--- config.mk ---
export PLATFORM = sky130hd
export DESIGN_NAME = minterm_encoder_seq
export DESIGN_NICKNAME = d
export VERILOG_FILES = /design/src/rtl/enc_pkg.sv /design/src/rtl/minterm_encoder_seq_prio_enc.sv /design/src/rtl/minterm_encoder_seq.sv
export SDC_FILE = /design/constraint.sdc
export NUM_CORES = 1
export LEC_CHECK = 0
export CAP_MARGIN = 25
export CORE_UTILIZATION = 48
export CTS_BUF_LIST = sky130_fd_sc_hd__clkbuf_8 sky130_fd_sc_hd__clkbuf_16
export CTS_CLUSTER_DIAMETER = 80
export DETAILED_ROUTE_END_ITERATION = 6
export PLACE_DENSITY = 0.77
export SKIP_CTS_REPAIR_TIMING = 1
export SLEW_MARGIN = 20
export SYNTH_ARGS = -nofsm -noshare
export SYNTH_HDL_FRONTEND = slang
export SYNTH_HIERARCHICAL = 1
export SYNTH_SLANG_ARGS = --single-unit
--- constraint.sdc ---
create_clock -name clk -period 2.75 [get_ports clk]
set_input_delay 0.4125 -clock clk [delete_from_list [all_inputs] [get_ports clk]]
set_output_delay 0.4125 -clock clk [all_outputs]
set_load 0.01 [all_outputs]
--- src/rtl/enc_pkg.sv ---
// Shared types and constants for the sequential minterm encoder.
// Optional build macro: ENC_MSB_FIRST_EN (scan order, used by prio_enc).
package enc_pkg;

  localparam int N_DEF = 8;
  localparam int W_DEF = $clog2(N_DEF);

  typedef enum logic [1:0] {
    ST_IDLE = 2'd0,
    ST_EMIT = 2'd1,
    ST_DONE = 2'd2
  } state_t;

  // Number of set lines in a default-width vector; equals the number of
  // codes the encoder emits for that vector.
  function automatic int unsigned popcount(input logic [N_DEF-1:0] v);
    int unsigned cnt;
    cnt = 0;
    for (int i = 0; i < N_DEF; i++) begin
      cnt += int'(v[i]);
    end
    return cnt;
  endfunction

endpackage

--- src/rtl/minterm_encoder_seq_prio_enc.sv ---
// Combinational priority encoder: index of the first set line plus an
// any-set flag. Build macro ENC_MSB_FIRST_EN selects highest-first scan;
// without it the lowest set line wins.
module prio_enc #(
  parameter int N = 8,
  parameter int W = $clog2(N)
) (
  input  logic [N-1:0] vec_i,
  output logic [W-1:0] idx_o,
  output logic         any_o
);

  // Scan the vector so the last matching assignment is the winning line.
  always_comb begin
    // NOTE: every output of a combinational block gets a default first so no
    // path leaves it unassigned, which would infer a latch.
    idx_o = '0;
    any_o = |vec_i;
`ifdef ENC_MSB_FIRST_EN
    for (int i = 0; i < N; i++) begin
      if (vec_i[i]) idx_o = W'(i);
    end
`else
    for (int i = N - 1; i >= 0; i--) begin
      if (vec_i[i]) idx_o = W'(i);
    end
`endif
  end

endmodule

--- src/rtl/minterm_encoder_seq.sv ---
// Sequential minterm encoder: latches a request vector and emits the index
// of each set line, one per valid/ready handshake, in priority order.
// Scan direction is chosen by the build macro ENC_MSB_FIRST_EN (default:
// lowest line first). All outputs come straight from flops.
module minterm_encoder_seq
  import enc_pkg::*;
#(
  parameter int N = N_DEF,
  parameter int W = $clog2(N)
) (
  input  logic         clk,
  input  logic         rst,
  input  logic [N-1:0] D_in,
  input  logic         load,
  input  logic         ready,
  output logic [W-1:0] code_out,
  output logic         valid,
  output logic         busy,
  output logic         done,
  output logic         none
);

  state_t       state_q, state_d;
  logic [N-1:0] pending_q, pending_d;
  logic [W-1:0] code_q, code_d;
  logic         valid_q, valid_d;
  logic         busy_q, busy_d;
  logic         done_q, done_d;
  logic         none_q, none_d;

  logic         handshake;
  logic [N-1:0] code_onehot;
  logic [W-1:0] next_idx;
  logic         next_any;

  assign handshake   = valid_q & ready;
  assign code_onehot = {{(N-1){1'b0}}, 1'b1} << code_q;

  // Next pending vector: capture on accepted load, retire the emitted line
  // on each handshake, otherwise hold (covers backpressure).
  always_comb begin
    pending_d = pending_q;
    unique case (state_q)
      ST_IDLE: if (load) pending_d = D_in;
      ST_EMIT: if (handshake) pending_d = pending_q & ~code_onehot;
      default: pending_d = pending_q;
    endcase
  end

  // The code presented next cycle is the winning line of the next pending
  // vector, so the output can be registered without an extra cycle.
  prio_enc #(.N(N), .W(W)) u_prio_enc (
    .vec_i (pending_d),
    .idx_o (next_idx),
    .any_o (next_any)
  );

  // State and output registers; reset drops valid immediately, so an
  // interrupted drain never produces a done pulse.
  always_ff @(posedge clk or posedge rst) begin
    if (rst) begin
      state_q   <= ST_IDLE;
      pending_q <= '0;
      code_q    <= '0;
      valid_q   <= 1'b0;
      busy_q    <= 1'b0;
      done_q    <= 1'b0;
      none_q    <= 1'b0;
    end else begin
      // NOTE: registers update with non-blocking assignments so every flop
      // samples the pre-edge values regardless of statement order.
      state_q   <= state_d;
      pending_q <= pending_d;
      code_q    <= code_d;
      valid_q   <= valid_d;
      busy_q    <= busy_d;
      done_q    <= done_d;
      none_q    <= none_d;
    end
  end

  // Next-state logic: loads are honoured only in IDLE, drain ends when the
  // last set line has been accepted, DONE lasts exactly one cycle.
  always_comb begin
    state_d = state_q;
    unique case (state_q)
      ST_IDLE: if (load && (D_in != '0)) state_d = ST_EMIT;
      ST_EMIT: if (handshake && !next_any) state_d = ST_DONE;
      ST_DONE: state_d = ST_IDLE;
      default: state_d = ST_IDLE;
    endcase
  end

  // Output next values, decoded from the upcoming state so they can be
  // registered and line up with it.
  always_comb begin
    valid_d = (state_d == ST_EMIT);
    busy_d  = (state_d != ST_IDLE);
    done_d  = (state_d == ST_DONE);
    none_d  = (state_q == ST_IDLE) && load && (D_in == '0);
    code_d  = (state_d == ST_EMIT) ? next_idx : code_q;
  end

  assign code_out = code_q;
  assign valid    = valid_q;
  assign busy     = busy_q;
  assign done     = done_q;
  assign none     = none_q;

endmodule

* Word-level counts from Yosys, hierarchy flattened
Index checks and enable logic that the tools add are counted.
Word-level totals: bits in registers 17, latch bits 0, RAM bits 0, ROM bits 0, word-level logic and storage cells 38, memories kept 0
Cells by class: add/sub/neg operators 0, multipliers 0, divide/modulo/power cells 0, magnitude comparators 0, equal/unequal tests 3, shift operators 1, multiplexer cells 14, bitwise gates (word level) 3, reduce and logical (&&, ||, !) cells 10
Operators with widths (number):
- $mux 3 | 8
- $mux 8 | 2
- $pmux 8 s2 | 1
- $and 8x8->8 | 1
- $logic_not 8->1 | 1
- $not 8->8 | 1
- $reduce_bool 8->1 | 1
- $reduce_or 8->1 | 1
- $shl 1x3->8 const A | 1
- $eq 2x1->1 const B | 2
- $logic_and 1x1->1 | 4
- $mux 2 | 2
- $pmux 2 s2 | 1
- $eq 2x2->1 const B | 1
- $logic_not 2->1 | 1
- $reduce_bool 2->1 | 1
- $and 1x1->1 | 1
- $logic_not 1->1 | 1

* Logic depth before layout (Yosys ltp)
Gate-level depths: netlist of the first run.
depth after elaboration 13, mapped depth 9, mapped depth without buffers 9

* Hierarchy
Netlist of the first run, hierarchy kept.
Modules (own cells, without submodules):
- minterm_encoder_seq | times used 1, cells an instance 60, area an instance 753.2 um^2
- prio_enc | times used 1, cells an instance 13, area an instance 81.3 um^2

* Worst setup path after synthesis of the first run
No wires, ideal clock.
kind register to register, start point register state_q[0], end point register code_q[0], in the netlist code_out[0], library setup time 0.125 ns, arrival time 2.400 ns, required time 2.625 ns, setup slack 0.225 ns, cell stages (with the launch flop) 10, buffers on the path 1, period minus slack after synthesis 2.525 ns, path through dfrtp_1 nor3b_2 buf_2 mux2i_1 a21oi_1 nor4_2 nand3_1 or2_4 a22o_4 mux2_4
On the way: elaborated cells on any way between the ends 18, those cells by class 2 x eq/ne; 12 x mux; 4 x reduce/logical
RTL lines:
- start, declared | line minterm_encoder_seq.sv:23 | state_t state_q, state_d;
- start signal, assigned | line minterm_encoder_seq.sv:72 | state_q <= state_d;
- $eq 2x1->1 / $logic_not 2->1 (equally long branches) | line minterm_encoder_seq.sv:43 | unique case (state_q)
- $pmux 8 s2 * | line minterm_encoder_seq.sv:43
- named net pending_d[4] | line minterm_encoder_seq.sv:24 | logic [N-1:0] pending_q, pending_d;
- $reduce_or 8->1 * | line minterm_encoder_seq_prio_enc.sv:18 | any_o = |vec_i;
- named net next_any | line minterm_encoder_seq.sv:34 | logic next_any;
- $logic_not 1->1 * | line minterm_encoder_seq.sv:88 | ST_EMIT: if (handshake && !next_any) state_d = ST_DONE;
- $logic_and 1x1->1 * | line minterm_encoder_seq.sv:88
- $mux 2 * | line minterm_encoder_seq.sv:88
- $pmux 2 s2 * | line minterm_encoder_seq.sv:86 | unique case (state_q)
- named net state_d[0] | line minterm_encoder_seq.sv:23
- $eq 2x1->1 * | line minterm_encoder_seq.sv:101 | code_d = (state_d == ST_EMIT) ? next_idx : code_q;
- end signal, assigned | line minterm_encoder_seq.sv:74 | code_q <= code_d;
- end, declared | line minterm_encoder_seq.sv:25 | logic [W-1:0] code_q, code_d;
The timed path passes the listed nets; every way through them passes the cells marked *. A chain may end at the register's enable or synchronous reset.

* Worst setup path in the final report of the first run
start point input port load, end point register code_q[2], in the netlist code_out[2]
On the way: elaborated cells on any way between the ends 18, those cells by class 1 x eq/ne; 13 x mux; 4 x reduce/logical
RTL lines:
- start, declared | line minterm_encoder_seq.sv:14 | input logic load,
- $mux 8 | line minterm_encoder_seq.sv:44 | ST_IDLE: if (load) pending_d = D_in;
- $pmux 8 s2 | line minterm_encoder_seq.sv:43
- named net pending_d[5] | line minterm_encoder_seq.sv:24
- $reduce_or 8->1 | line minterm_encoder_seq_prio_enc.sv:18
- named net next_any | line minterm_encoder_seq.sv:34
- $logic_not 1->1 | line minterm_encoder_seq.sv:88
- $logic_and 1x1->1 | line minterm_encoder_seq.sv:88
- $mux 2 | line minterm_encoder_seq.sv:88
- $pmux 2 s2 | line minterm_encoder_seq.sv:86
- named net state_d[0] | line minterm_encoder_seq.sv:23
- $eq 2x1->1 | line minterm_encoder_seq.sv:101
The timed path passes the listed nets, and every way through them passes these cells.

==> impl_metrics.toml, run 1 <==
[die]
die_area_um2 = 1910
die_y_um = 43.7
core.rowCount = 14
core_um2 = 1560
ios = 19
die_x_um = 43.7
initial_core_util_pct = 53.5

[synthesis]
ys_warn_count = 6
synthTopCellsByCount = "dfrtp_1, a21oi_1, mux2i_1, nor2_1"
synth_cell_types = 25
synth_top_family_by_area = "simple AND/OR/NAND/NOR gates"
synth.most_common_cell = "dfrtp_1"
synth_cells = 73
syn-num-nets = 85
synth.avg_cell_area_um2 = 11.4
synth_area_leaders = "dfrtp_1, mux2i_1, a21oi_1"
synth-edff-count = 0
synth_ff_type = "dfrtp_1"
netlist_area_um2 = 835
synth_compound_area_share_pct = 12.7
synthAdderAreaFrac_pct = 0
yosys.area_share.simple_pct = 19.8
yosysSeqAreaShare_pct = 51.0
synth-xor-area-share_pct = 0
async_flop_share_pct = 100
netlist.area_leader.share_pct = 51.0
ys_seq_elements = 17
yosysTopAreaCell = "dfrtp_1"
synthMuxAreaShare_pct = 15.0

[setup_path]
cp_top_family = "simple AND/OR/NAND/NOR gates"
crit_cells = 11
cp-end-kind = "register"
max_stage_delay_ps = 440
crit_required_ps = 2890
cp_num_buf_inv = 3
startpoint_type = "primary input"
reg2reg_from = "state_q[0]"
crit_chain = "clkdlybuf4s50_1 > nor3b_2 > buf_6 > buf_4 > mux2i_2 > a21oi_2 > nor4_2 > nand3_1 > or2_4 > a22o_4 > mux2_4"
crit_start = "load"
reg2reg_depth = 9
critical_path_peak_fanout = 5
critPathKind = "primary input to register"
crit_arrival_ps = 2860
slowest_stage = "clkdlybuf4s50_1"

[min_path]
min_from = "state_q[1]"
holdPathStages = 1
hold_class = "register to register"

[power]
total_power_mw = 1.38
irDropWorstVdd_uv = 838
power_per_cell_area_nw_per_um2 = 1130
leakagePower_nw = 0.557

[finish]
nNetsFinal = 124
n_fill_cell = 94
area_growth_pct = 46.9
final_core_util_pct = 78.7
multi_input_area_um2 = 404
final_cell_area_um2 = 1230
n_antenna_cell = 0
seq_area_um2 = 425
stdcell_count = 127
post_route_cells_drive_above_1_share_pct = 29.7

[grt]
grt_pass1_vias = 680
top_usage_layer = "met2"
grt_start_max_net_pins = 18
grt_usage_pct = 23.8
grt_pass1_wl_um = 3200
globalRouteMet1Util_pct = 32.0
grt_use_met3_pct = 4.58
grt_antenna_before_repair = 0
globalRouteMet2Util_pct = 37.0
grt_overflow = 0

[clocking]
cts_tree = "done"
clock-sinks = 17
root_buffer = "clkbuf_8"
clk_pin_slew_worst_paths_ps = 60
cts_buffer_depth = 2
htreeDepth = 1
cts_made_buffers = 3
clk-insertion-delay-late_ps = 250

[timing]
setup_viol = 0
relSlewSlack_pct = 59.5
fin_tns_setup_ps = 0
fin_ws_ps = 29.0
clock_skew_ps = 1.29
worst_slew_pin_slew_ps = 606
period_needed_ps = 2720
period_share_pct = 98.9
slew_violations = 0
fmax_ghz = 0.368
holdWs_ps = 487
timing_hold_violations_final = 0

[placed_design]
place_area_um2 = 1150
dp_hpwl_um = 1450
dp.cells = 120
gp_congestion = 0.880
pre_cts_ws_ps = -128
io_buffers = 18

[drt]
vias = 724
drt_iter0_drc = 15
drt-total-wl_um = 2000
route.detailed.drc = 3
ant_nets = 0
first_pass_iters = 6
viasPerCell = 5.70
wl_per_cell_um = 15.7

[status]
violations = "design-rule violations"
outcome = "finished, violations left"

[flow_run]
maxCapViolCount = 0
## cell families (layout without fill, tap and decap cells)
| group | after synthesis | after routing |
|---|---|---|
| simple gates | 26 | 26 |
| mux | 11 | 11 |
| compound gates | 16 | 16 |
| buf+inv | 3 | 41 |
| flops | 17 | 17 |
## path summary, 6_finish.rpt
path | to | slack [ps]
worst max-delay path | code_out[2] | 30
worst min-delay path | busy | 490
worst max register to register | code_out[2] | 180
worst min register to register | busy | 490
max in group asynchronous | pending_q[1] | 1820
min in group asynchronous | pending_q[3] | 540
## per-layer routing
layer,part of all wire (%),vias up,wire [µm]
met5,0,-,0
met4,2.0,0,40
met1,43,344,854
li1,-,341,-
met2,49,33,982
met3,5.9,6,117
## cells in the final DEF, fill, tap and decap left out, types with 3 or more instances in the layout
master | synthesis | routed
a21oi_1 | 10 | 9
buf_4 | 0 | 15
clkbuf_8 | 0 | 3
clkdlybuf4s50_1 | 0 | 18
dfrtp_1 | 17 | 17
inv_1 | 2 | 3
mux2_4 | 3 | 3
mux2i_1 | 8 | 7
nand2_1 | 3 | 3
nor2_1 | 8 | 8
nor4_2 | 3 | 3
## sequential cells by signal, summed over array words and instances (netlist names)
signal / count
valid: 1
done: 1
pending_q: 8
code_out: 3
busy: 1
state_q: 2
none: 1
## area by class of cell
type	instances	area share (%)
Sequential cell	17	34.7
Multi-Input combinational cell	53	33.0
Timing Repair Buffer	35	26.4
Clock buffer	3	3.37
Tap cell	16	1.63
Inverter	2	0.612
Clock inverter	1	0.306
## power breakdown
part,leakage (nW),internal (mW),switching (mW)
Clock,0.0269,0.0990,0.0831
Combinational,0.323,0.446,0.345
Sequential,0.208,0.352,0.0597
Note: power is estimated with default switching activity, not from simulation.
==> run 2, diff against run 1 <==
==> constraint.sdc (replaced) <==
create_clock -name clk -period 2.75 [get_ports clk]
set_input_delay 0.275 -clock clk [delete_from_list [all_inputs] [get_ports clk]]
set_output_delay 0.275 -clock clk [all_outputs]
set_load 0.01 [all_outputs]
==> impl_metrics.toml, run 2 (synthesis gave the netlist of run 1 again) <==
[timing]
fmax_ghz = 0.397
rsz0062_at_grt = "no"
worst_slew_pin_slew_ps = 635
period_needed_ps = 2520
period_share_pct = 91.6
relSlewSlack_pct = 57.6
setup_viol = 0
clock_skew_ps = 4.21
fin_ws_ps = 231
timing_hold_violations_final = 0
slew_violations = 0

[setup_path]
critical_path_peak_fanout = 9
slowest_stage = "clkdlybuf4s50_1"
cp-end-kind = "register"
startpoint_type = "primary input"
crit_required_ps = 2890
max_stage_delay_ps = 450
critPathKind = "primary input to register"
crit_chain = "clkdlybuf4s50_1 > nor3b_2 > buf_4 > mux2i_1 > a21oi_1 > nor4_2 > nand3_1 > or2_4 > a22o_4 > mux2_4"
r2r_slack_ps = 250
crit_arrival_ps = 2650
cp_num_buf_inv = 2
cp_top_family = "simple AND/OR/NAND/NOR gates"

[finish]
largest_register_ffs = 8
mostFrequentLayoutCells = "clkdlybuf4s50_1, dfrtp_1, a21oi_1, mux2i_1, nor2_1"
area_growth_pct = 37.6
final_common_cell = "clkdlybuf4s50_1"
n_antenna_cell = 0
post_route_cells_drive_above_1_share_pct = 22.5
final_core_util_pct = 73.7
regMostFlops = "pending_q"
nNetsFinal = 115

[placed_design]
pre_cts_ws_ps = -34.4
gp_congestion = 0.948
io_buffers = 18
dp_hpwl_um = 1370

[power]
total_power_mw = 1.26
power_per_cell_area_nw_per_um2 = 1100
irDropWorstVdd_uv = 721
leakagePower_nw = 0.507

[drt]
dr.max_layer_used = "met4"
vias = 662
viasPerCell = 5.61
drt_iter0_drc = 14
wl_per_cell_um = 14.9
route.detailed.drc = 3
met2WireLength_um = 862
ant_nets = 0
wl_met1_um = 805
drt-total-wl_um = 1760
first_pass_iters = 6
wl_met3_um = 58

[die]
core.rowCount = 14
core_um2 = 1560
die_area_um2 = 1910
initial_core_util_pct = 53.5
die_x_um = 43.7
ios = 19
die_y_um = 43.7

[grt]
grt_antenna_before_repair = 0
grt_usage_pct = 21.5
grt_pass1_wl_um = 2950
grt_start_max_net_pins = 18
grt_overflow = 0
grt_pass1_vias = 633

[clocking]
cts_tree = "done"
clock-sinks = 17
htreeDepth = 1
root_buffer = "clkbuf_8"
clk_pin_slew_worst_paths_ps = 70
cts_buffer_depth = 2
cts_made_buffers = 3
clk-insertion-delay-late_ps = 250

[status]
violations = "design-rule violations"
outcome = "finished, violations left"

[min_path]
hold_class = "primary input to asynchronous set/reset pin"

[flow_run]
maxCapViolCount = 0
run 2: stage by stage:
step	TNS [ps]	area (µm²)	std cells	hold WS (ps)
2_1_floorplan	0	835	73	201
3_3_place_gp	0	1100	114	477
3_5_place_dp	-100	1100	114	481
4_1_cts	0	1150	118	432
5_1_grt	0	1150	118	480
6_report	0	1150	118	414
run 2: layout make-up:
| cell class | instances | area [µm²] |
|---|---|---|
| clock buffer | 3 | 41.3 |
| clock inverter | 1 | 5.00 |
| fill | 106 | 410 |
| inverter | 2 | 7.51 |
| multi-input combinational | 53 | 397 |
| sequential | 17 | 425 |
| tap | 16 | 20.0 |
| timing repair buffer | 26 | 253 |
run 2: worst paths after layout:
check                            from      endpoint  depth (start not counted)
max reg2reg                state_q[0]   code_out[2]                          9
max                              load   code_out[2]                         10
max in group asynchronous         rst    state_q[0]                          2
min                               rst  pending_q[2]                          2
min in group clk           state_q[1]          busy                          1
min reg2reg                state_q[1]          busy                          1
run 2: report_power, final:
group	leakage, nW	switching, mW	internal [mW]
registers	0.208	0.0556	0.351
logic	0.274	0.307	0.362
clock network	0.0255	0.0863	0.100
total	0.507	0.449	0.814
run 2: layer usage:
metal / global-route usage [%] / up-vias
li1: - / 322
met1: 31.3 / 319
met5: 0 / -
met4: 9.38 / 0
met3: 2.50 / 4
met2: 32.5 / 17
==> RTL change, RTL diff (settings of run 1) <==
Set the package constant `N_DEF` to 16 (it was 8).
--- a/src/rtl/enc_pkg.sv
+++ b/src/rtl/enc_pkg.sv
@@ -4,3 +4,3 @@
 
-  localparam int N_DEF = 8;
+  localparam int N_DEF = 16;
   localparam int W_DEF = $clog2(N_DEF);
Ports: changed (resized D_in and code_out); port bits go from 19 to 28. No check against the original RTL was run, so the function may have changed too.
==> RTL change against run 1 <==
  * The flow finishes with violations (negative setup slack)
  * Worst setup slack got worse by 0.51 ns
  * Sequential cell count is 9 higher
  * Total power up 71%
  * Global-route usage grew 5.2 points
  * Largest cell class is now multi-input gates
  * Register-to-register slack got worse by 0.66 ns
  * Synthesized cell count rose by 73%
  * Cell area up 72%
  * Synthesized area grew 60%
  * Routed wire length rose by 120%
==> RTL change: results (changes against run 1) <==
[timing]
fin_skew_ns=0.01060  ; +0.009318 ns
setup_viol=6  ; +6
fin_ws_ns=-0.4773  ; -0.5063 ns
setup-tns-final_ns=-2.391  ; -2.391 ns

[grt]
grt_pass1_vias=1318  ; +94%
grt_use_met2_pct=50.80  ; +14 points
track_usage_pct=28.96  ; +5.2 points
grt_pass1_wl_mm=5.961  ; +86%

[synth]
synth.area.mux_share_pct=16.49  ; +1.5 points
postSynthAreaPerCell_um2=10.60  ; -7.3%
yosysSeqAreaShare_pct=48.73  ; -2.2 points
synth_common_cells=26 x dfrtp_1, 16 x mux2i_1, 15 x a21oi_1, 11 x nor2_1, 9 x inv_1
yosys-top-cells-area=dfrtp_1 49%, mux2i_1 12%, a21oi_1 5.6%, nor4_2 4.7%, mux2_4 4.5%
synth_compound_area_share_pct=13.40  ; +0.66 points

[worst_setup_path]
r2r-start=state_q[1]
crit_arrival_ns=3.39  ; +0.53 ns
crit_start=state_q[1]
worst-path-max-fanout=11  ; +6

[final_layout]
largest_register_ffs=16  ; +8
fillers=144  ; +53%
drive_gt1_share_pct=35.68  ; +5.9 points

[clock_tree]
clkLatencyLatePin_ns=0.27  ; +0.02 ns
clk_pin_slew_worst_paths_ns=0.10  ; +0.04 ns

[placement]
dp_hpwl_mm=2.827  ; +95%
port_buffers=27  ; +9
placed_area_um2=1948  ; +70%
detailedPlace.worstSlack_ns=-0.5440  ; -0.4162 ns

[status]
status=finished with violations
violations=negative setup slack

[pwr]
p_leak_nw=0.9145  ; +64%
seqPwrFrac_pct=27.0  ; -2.7 points
ir_drop_v=0.0009418  ; +12%
swShare_pct=39.11  ; +3.9 points

[routing]
drt-vias-per-instance=5.917  ; +3.8%
first_pass_iters=4  ; -2
dr_total_vias=1355  ; +87%
first_iter_violations=49  ; +34

[RTL change: cell count changes after synthesis, moves of 3 or more]
cell,delta
dfrtp_1,+9
mux2i_1,+8
inv_1,+7
a31oi_1,+6
a21oi_1,+5
nor3_1,+4
nand2_1,+3
nor2_1,+3
[RTL change: final cells by class]
type	count	area share (%)
multi-input cells	89	32.68
flip-flops and latches	26	30.84
repair buffers	71	29.72
clock buffers	3	1.957
well taps	30	1.779
inverters	9	1.601
clock inverters	1	1.423
[RTL change: per-layer routing]
metal  part of all wire [%]  wire length [um]
met2                     51              2203
met4                    4.0               174
met5                      0                 0
met3                    7.4               320
met1                     37              1613
[RTL change: critical path, cell delays in order (launching register included)]
cell      delay (ns)
dfrtp_1         0.40
buf_6           0.12
nor3b_2         0.18
buf_6           0.15
buf_4           0.12
buf_12          0.13
mux2i_1         0.24
a21oi_1         0.12
nor2_2          0.23
nand3_1         0.20
or3_4           0.45
o21ai_2         0.12
a21boi_4        0.31
mux2_4          0.34
